--- src/rtl/rsa_uart_pkg.sv ---
// Shared types and sizing helpers for the RSA UART frame receiver.
// Defaults correspond to 50 MHz / 9600 baud with three 32-bit operands.
package rsa_uart_pkg;

    typedef enum logic [2:0] {
        ST_IDLE,
        ST_START,
        ST_DATA,
        ST_PARITY,
        ST_STOP,
        ST_WAIT_HIGH
    } rx_state_t;

    localparam int DEF_CLK_HZ       = 50000000;
    localparam int DEF_BAUD         = 9600;
    localparam int DEF_OP_W         = 32;
    localparam int DEF_NUM_OPS      = 3;
    localparam int DEF_TIMEOUT_BITS = 20;

    function automatic int clks_per_bit(input int clk_hz, input int baud);
        return (clk_hz + baud / 2) / baud;
    endfunction

    function automatic int nbytes(input int op_w, input int num_ops);
        return op_w * num_ops / 8;
    endfunction

    localparam int CLKS_PER_BIT = clks_per_bit(DEF_CLK_HZ, DEF_BAUD);
    localparam int NBYTES       = nbytes(DEF_OP_W, DEF_NUM_OPS);
    localparam int BYTE_CNT_W   = $clog2(NBYTES + 1);
    localparam int BIT_CNT_W    = $clog2(CLKS_PER_BIT + 1);

endpackage

--- src/rtl/uart_rx_byte.sv ---
// 8N1 byte receiver: rx synchroniser, bit-timing FSM and optional even parity.
// Build option: define RX_PARITY_EN to insert a parity bit between data and stop.
//
// state        | meaning
// ST_IDLE      | line idle, waiting for a falling edge on rxs
// ST_START     | half a bit-time into the start bit, confirm it is still low
// ST_DATA      | sampling 8 data bits, LSB first
// ST_PARITY    | sampling the even-parity bit (RX_PARITY_EN only)
// ST_STOP      | sampling the stop bit, deliver or reject the byte
// ST_WAIT_HIGH | after a bad stop bit, wait for the line to return high
module uart_rx_byte import rsa_uart_pkg::*; #(
    parameter int CLKS_PER_BIT = 5208
) (
    input  logic       clk,
    input  logic       reset,
    input  logic       rx,
    output logic [7:0] byte_data,
    output logic       byte_valid,
    output logic       framing_err,
    output logic       busy,
    output logic       start_edge
);

    localparam int CW = $clog2(CLKS_PER_BIT + 1);
    localparam logic [CW-1:0] FULL_LOAD = CW'(CLKS_PER_BIT - 1);
    localparam logic [CW-1:0] HALF_LOAD = CW'(CLKS_PER_BIT / 2 - 1);

    rx_state_t   state, state_nxt;
    logic        rx_meta, rxs, rxs_d;
    logic [CW-1:0] cnt, cnt_nxt;
    logic [2:0]  bit_idx, bit_idx_nxt;
    logic [7:0]  shreg, shreg_nxt;
    logic        par_err, par_err_nxt;
    logic        tick;

    always_ff @(posedge clk) begin
        if (reset) begin
            rx_meta <= 1'b1;
            rxs     <= 1'b1;
            rxs_d   <= 1'b1;
            state   <= ST_IDLE;
            cnt     <= '0;
            bit_idx <= '0;
            shreg   <= '0;
            par_err <= 1'b0;
        end else begin
            rx_meta <= rx;
            rxs     <= rx_meta;
            rxs_d   <= rxs;
            state   <= state_nxt;
            cnt     <= cnt_nxt;
            bit_idx <= bit_idx_nxt;
            shreg   <= shreg_nxt;
            par_err <= par_err_nxt;
        end
    end

    always_comb begin
        state_nxt   = state;
        cnt_nxt     = cnt;
        bit_idx_nxt = bit_idx;
        shreg_nxt   = shreg;
        par_err_nxt = par_err;
        byte_valid  = 1'b0;
        framing_err = 1'b0;
        start_edge  = rxs_d & ~rxs;
        tick        = (cnt == '0);
        case (state)
            ST_IDLE: begin
                if (start_edge) begin
                    state_nxt = ST_START;
                    cnt_nxt   = HALF_LOAD;
                end
            end
            ST_START: begin
                if (!tick) begin
                    cnt_nxt = cnt - 1'b1;
                end else if (!rxs) begin
                    state_nxt   = ST_DATA;
                    cnt_nxt     = FULL_LOAD;
                    bit_idx_nxt = '0;
                    par_err_nxt = 1'b0;
                end else begin
                    state_nxt = ST_IDLE;
                end
            end
            ST_DATA: begin
                if (!tick) begin
                    cnt_nxt = cnt - 1'b1;
                end else begin
                    shreg_nxt   = {rxs, shreg[7:1]};
                    cnt_nxt     = FULL_LOAD;
                    bit_idx_nxt = bit_idx + 1'b1;
                    if (bit_idx == 3'd7) begin
`ifdef RX_PARITY_EN
                        state_nxt = ST_PARITY;
`else
                        state_nxt = ST_STOP;
`endif
                    end
                end
            end
            ST_PARITY: begin
                if (!tick) begin
                    cnt_nxt = cnt - 1'b1;
                end else begin
                    cnt_nxt   = FULL_LOAD;
                    state_nxt = ST_STOP;
                    // even parity: the parity bit equals the XOR of the data bits
                    if (rxs != ^shreg) begin
                        framing_err = 1'b1;
                        par_err_nxt = 1'b1;
                    end
                end
            end
            ST_STOP: begin
                if (!tick) begin
                    cnt_nxt = cnt - 1'b1;
                end else if (rxs) begin
                    state_nxt  = ST_IDLE;
                    byte_valid = ~par_err;
                end else begin
                    state_nxt   = ST_WAIT_HIGH;
                    framing_err = 1'b1;
                end
            end
            ST_WAIT_HIGH: begin
                if (rxs) state_nxt = ST_IDLE;
            end
            default: state_nxt = ST_IDLE;
        endcase
    end

    assign byte_data = shreg;
    assign busy      = (state != ST_IDLE);

endmodule

--- src/rtl/rsa_uart_frame_rx.sv ---
// UART frame loader for the RSA core: packs NUM_OPS operands into one frame with
// a one-frame output buffer, overrun and idle-timeout recovery. Option: RX_PARITY_EN.
module rsa_uart_frame_rx import rsa_uart_pkg::*; #(
    parameter int CLK_HZ       = DEF_CLK_HZ,
    parameter int BAUD         = DEF_BAUD,
    parameter int OP_W         = DEF_OP_W,
    parameter int NUM_OPS      = DEF_NUM_OPS,
    parameter int TIMEOUT_BITS = DEF_TIMEOUT_BITS
) (
    input  logic                                clk,
    input  logic                                reset,
    input  logic                                rx,
    output logic [OP_W*NUM_OPS-1:0]             frame_data,
    output logic                                frame_valid,
    input  logic                                frame_ready,
    output logic [$clog2(OP_W*NUM_OPS/8+1)-1:0] byte_count,
    output logic                                busy,
    output logic                                framing_err,
    output logic                                overrun,
    output logic                                timeout
);

    localparam int CPB     = clks_per_bit(CLK_HZ, BAUD);
    localparam int NB      = nbytes(OP_W, NUM_OPS);
    localparam int FW      = OP_W * NUM_OPS;
    localparam int BCW     = $clog2(NB + 1);
    localparam int TO_CLKS = TIMEOUT_BITS * CPB;
    localparam int TW      = $clog2(TO_CLKS + 1);
    localparam logic [BCW-1:0] FULL_COUNT = BCW'(NB);
    localparam logic [TW-1:0]  TO_LOAD    = TW'(TO_CLKS - 1);

    logic [7:0]     byte_data;
    logic           byte_valid, rx_ferr, start_edge;
    logic [FW-1:0]  asm_q, asm_nxt;
    logic [BCW-1:0] count_nxt, wr_idx;
    logic [TW-1:0]  to_cnt, to_cnt_nxt;
    logic           full, consume, move, accept, to_run, to_fire;

    uart_rx_byte #(.CLKS_PER_BIT(CPB)) u_rx_byte (
        .clk         (clk),
        .reset       (reset),
        .rx          (rx),
        .byte_data   (byte_data),
        .byte_valid  (byte_valid),
        .framing_err (rx_ferr),
        .busy        (busy),
        .start_edge  (start_edge)
    );

    always_comb begin
        full    = (byte_count == FULL_COUNT);
        consume = frame_valid & frame_ready;
        move    = full & (~frame_valid | consume);
        // a byte arriving on the transfer edge lands in slot 0 of the freed register
        accept  = byte_valid & (~full | move);
        wr_idx  = move ? '0 : byte_count;
        to_run  = (byte_count != '0) & ~full & ~busy & ~start_edge;
        to_fire = to_run & (to_cnt == '0);

        asm_nxt = asm_q;
        if (accept) begin
            for (int i = 0; i < NB; i++) begin
                if (wr_idx == BCW'(i)) asm_nxt[8*i +: 8] = byte_data;
            end
        end

        count_nxt = byte_count;
        if (move || to_fire) count_nxt = '0;
        if (accept)          count_nxt = wr_idx + 1'b1;

        to_cnt_nxt = (!to_run || to_fire) ? TO_LOAD : to_cnt - 1'b1;
    end

    always_ff @(posedge clk) begin
        if (reset) begin
            asm_q       <= '0;
            byte_count  <= '0;
            to_cnt      <= TO_LOAD;
            frame_data  <= '0;
            frame_valid <= 1'b0;
            framing_err <= 1'b0;
            overrun     <= 1'b0;
            timeout     <= 1'b0;
        end else begin
            asm_q       <= asm_nxt;
            byte_count  <= count_nxt;
            to_cnt      <= to_cnt_nxt;
            framing_err <= rx_ferr;
            overrun     <= byte_valid & full & ~move;
            timeout     <= to_fire;
            if (move) begin
                frame_data  <= asm_q;
                frame_valid <= 1'b1;
            end else if (consume) begin
                frame_valid <= 1'b0;
            end
        end
    end

endmodule

--- config.mk ---
export PLATFORM = sky130hd
export DESIGN_NAME = rsa_uart_frame_rx
export DESIGN_NICKNAME = d
export VERILOG_FILES = /design/src/rtl/rsa_uart_pkg.sv /design/src/rtl/uart_rx_byte.sv /design/src/rtl/rsa_uart_frame_rx.sv
export SDC_FILE = /design/constraint.sdc
export NUM_CORES = 1
export LEC_CHECK = 0
export ABC_CLOCK_PERIOD_IN_PS = 3900
export BUFFER_PORTS_ARGS = -buffer_cell sky130_fd_sc_hd__buf_2
export CORE_MARGIN = 3
export CORE_UTILIZATION = 58
export DETAILED_ROUTE_END_ITERATION = 16
export PLACE_DENSITY_LB_ADDON = 0.15
export SYNTH_ARGS = -nofsm -noshare
export SYNTH_HDL_FRONTEND = slang
export SYNTH_HIERARCHICAL = 1
export SYNTH_SLANG_ARGS = --single-unit
--- constraint.sdc ---
create_clock -name clk -period 3.9 [get_ports clk]
set_input_delay 0.39 -clock clk [delete_from_list [all_inputs] [get_ports clk]]
set_output_delay 0.39 -clock clk [all_outputs]
set_load 0.01 [all_outputs]
==> impl_metrics.tcl <==
set metrics [dict create \
    dr_wl_met3_microns 1410 \
    slowest_delay_ns 0.56 \
    cp.required_ns 4.33 \
    hold_violations 0 \
    min_period_ns 3.38 \
    tritoncts "yes" \
    power_density_mw_per_mm2 463 \
    slowest_stage "or4b_1" \
    hold_class "primary input to flop" \
    cts_inserted_buffers 25 \
    ant_nets 0 \
    syn_area_per_cell_sq_um 8.04 \
    setup_viol 0 \
    drt_pass1_iterations 5 \
    hold_buffers 0 \
    dr_wl_met2_microns 10800 \
    num_rows 46 \
    finalNetCount 1289 \
    ys_ff_latch 248 \
    antenna_found_initial 0 \
    synth_area_sq_mm 0.00973 \
    drv_cap 0 \
    first_iter_violations 857 \
    post_cts_buffers 0 \
    core_sq_mm 0.0162 \
    wl_per_cell_microns 15.5 \
    syn_nets 1225 \
    final_cells 1506 \
    synth_area_leader_cell "dfxtp_1" \
    path_class "flop to flop" \
    max_slew_margin 0.163 \
    routed.top_layer "met4" \
    worst_slack_ns 0.516 \
    drcViolationCount 0 \
    final_cell_mix "nand2_1, dfxtp_1, a21oi_1" \
    clkTransAtPathRegs_ns 0.06 \
    yosys_warnings 6 \
    ys_seq_area_frac 0.510 \
    ios 109 \
    grt_pass1_vias 7632 \
    syn_inst 1211 \
    dp_slack_ns 0.639 \
    clk_latency_ns 0.51 \
    clock_skew_ns 0.00600 \
    htreeDepth 1 \
    synth_edf_count 0 \
    final.setup.tns_ns 0 \
    yosys.cell_types.count 59 \
    fin_area_sq_mm 0.0111 \
    status "finished clean" \
    dominantRegCellSynth "dfxtp_1" \
    cp_common_cell "nand2_1" \
    num_antenna_cells 0 \
    fillers 1369 \
    grt_max_degree 138 \
    ir_drop_mv 0.324 \
    place_hpwl_microns 14400 \
    cts-resized-gates 0 \
    cp_data_arrival_time_ns 3.81 \
    p_leak_nw 4.06 \
    synth_top_area_share 0.510 \
    multi_input_area_sq_mm 0.00440 \
    grt_pass1_wl_microns 38100 \
    cts_root_buf "clkbuf_16" \
    critPathMaxFanout 11 \
    met1_length_microns 10700 \
    cts_buffer_depth 3 \
    drive_above_1_share 0.136 \
    overflow 0 \
    fmaxAchievable_ghz 0.296 \
    tightest_slew_ns 1.26 \
    rsz0062_at_grt "no" \
    clock_sinks 248 \
    startpoint_type "flop" \
    slew_viol_final 0 \
    num_vias 8490 \
    area_growth_pct 14.0 \
    finalCritPeriodShare 0.868 \
    die_y_microns 136 \
    drt-total-wl_microns 23300 \
    gp_congestion 0.877 \
    finish.utilization 0.686 \
    io_buffer_count 108 \
    ys_top_cells_by_area "dfxtp_1, nand2_1, a21oi_1" \
    die_area_sq_mm 0.0184 \
    async_flop_share 0 \
    placement.cell_area_sq_mm 0.0103 \
    initial_core_util 0.602 \
    die_w_microns 136 \
    seq_area_sq_mm 0.00496 \
    groute.usage.overall 0.248 \
    dp.cells 1464 \
    end_kind "flop" \
    vias_per_cell 5.64 \
    crit_path_cell_trace "inv_1 -> ha_1 -> or4b_1 -> nor3_1 -> nand2_1 -> nor4_1 -> buf_4 -> nand2_1 -> nor2_1 -> nand2_1 -> a21oi_1" \
    final_common_cell "nand2_1" \
]
## state kept, by name (all words and copies together), names as in the netlist, 3 cells and up
name,count
u_rx_byte/bit_idx,3
u_rx_byte/byte_data,8
asm_q,96
byte_count,4
frame_data,96
u_rx_byte/state,3
to_cnt,17
u_rx_byte/cnt,13
## Yosys cell counts, types with 2 or more instances
cell type / number
nand2_1: 368
dfxtp_1: 248
a21oi_1: 210
clkbuf_1: 60
nand3_1: 46
o21ai_0: 46
nor2_1: 39
nor3_1: 15
inv_1: 14
mux2i_1: 12
or3_1: 12
buf_2: 10
ha_1: 10
nor4_1: 9
xnor2_1: 9
a31oi_1: 7
xor2_1: 7
nand2b_1: 6
or4_1: 6
and2_1: 5
nor2b_1: 5
or2_2: 5
a31o_2: 4
o31ai_1: 4
a211oi_1: 3
buf_1: 3
buf_4: 3
o211ai_1: 3
o2bb2ai_1: 3
a2111oi_2: 2
a311oi_1: 2
buf_6: 2
nor3_2: 2
nor3_4: 2
nor3b_1: 2
o22ai_1: 2
o32ai_1: 2
xnor3_1: 2
## cell type report
cell class                 instances  area share
multi-input combinational        871       0.397
sequential                       248       0.448
timing repair buffer             115      0.0552
clock inverter                     9     0.00891
clock buffer                      33      0.0627
inverter                          14     0.00474
tap                              216      0.0244
## report_power, final
part / total, W / switching (W) / internal [W]
Clock: 0.00233 / 0.000948 / 0.00138
Combinational: 0.000250 / 0.000171 / 0.0000787
Sequential: 0.00256 / 0.0000160 / 0.00255
Total: 0.00514 / 0.00114 / 0.00400
## final timing paths
kind	end	cells after the start	slack (ns)	startpoint
max reg2reg	asm_q[69]	11	0.52	u_rx_byte/cnt[0]
min	u_rx_byte/rx_meta	2	0.06	rx
min reg2reg	u_rx_byte/rxs	1	0.41	u_rx_byte/rx_meta
max	asm_q[69]	11	0.52	u_rx_byte/cnt[0]
## critical path, delay by kind of cell, from the launching register on
kind / cells / cell delay, ns
DFF: 1 / 0.32
AOI/OAI and AO/OA: 1 / 0.18
and+or+nand+nor: 7 / 2.29
adders and majority gates: 1 / 0.16
buffers and inverters: 2 / 0.34
## metal layers
layer  vias up  GRT usage
li1       4220          -
met1      3975      0.360
met2       259      0.390
met3        36     0.0379
met4         0     0.0610
met5         -          0
## through the flow
step	total power [W]	hold WS (ns)
global route	0.00530	0.0681
global placement	0.00286	0.392
floorplan	0.00283	0.389
CTS	0.00518	0.0444
detailed placement	0.00286	0.393
finish	0.00514	0.0581
## kinds of logic after synthesis
| kind of cell | after synthesis | share of synthesized area |
|---|---|---|
| flops | 248 | 0.510 |
| xor+xnor | 18 | 0.0190 |
| fa+ha+maj | 10 | 0.0129 |
| simple gates | 532 | 0.238 |
| buf+inv | 92 | 0.0395 |
| compound gates | 298 | 0.168 |
| mux | 13 | 0.0135 |
No activity file was read; power rests on OpenSTA's default activity.
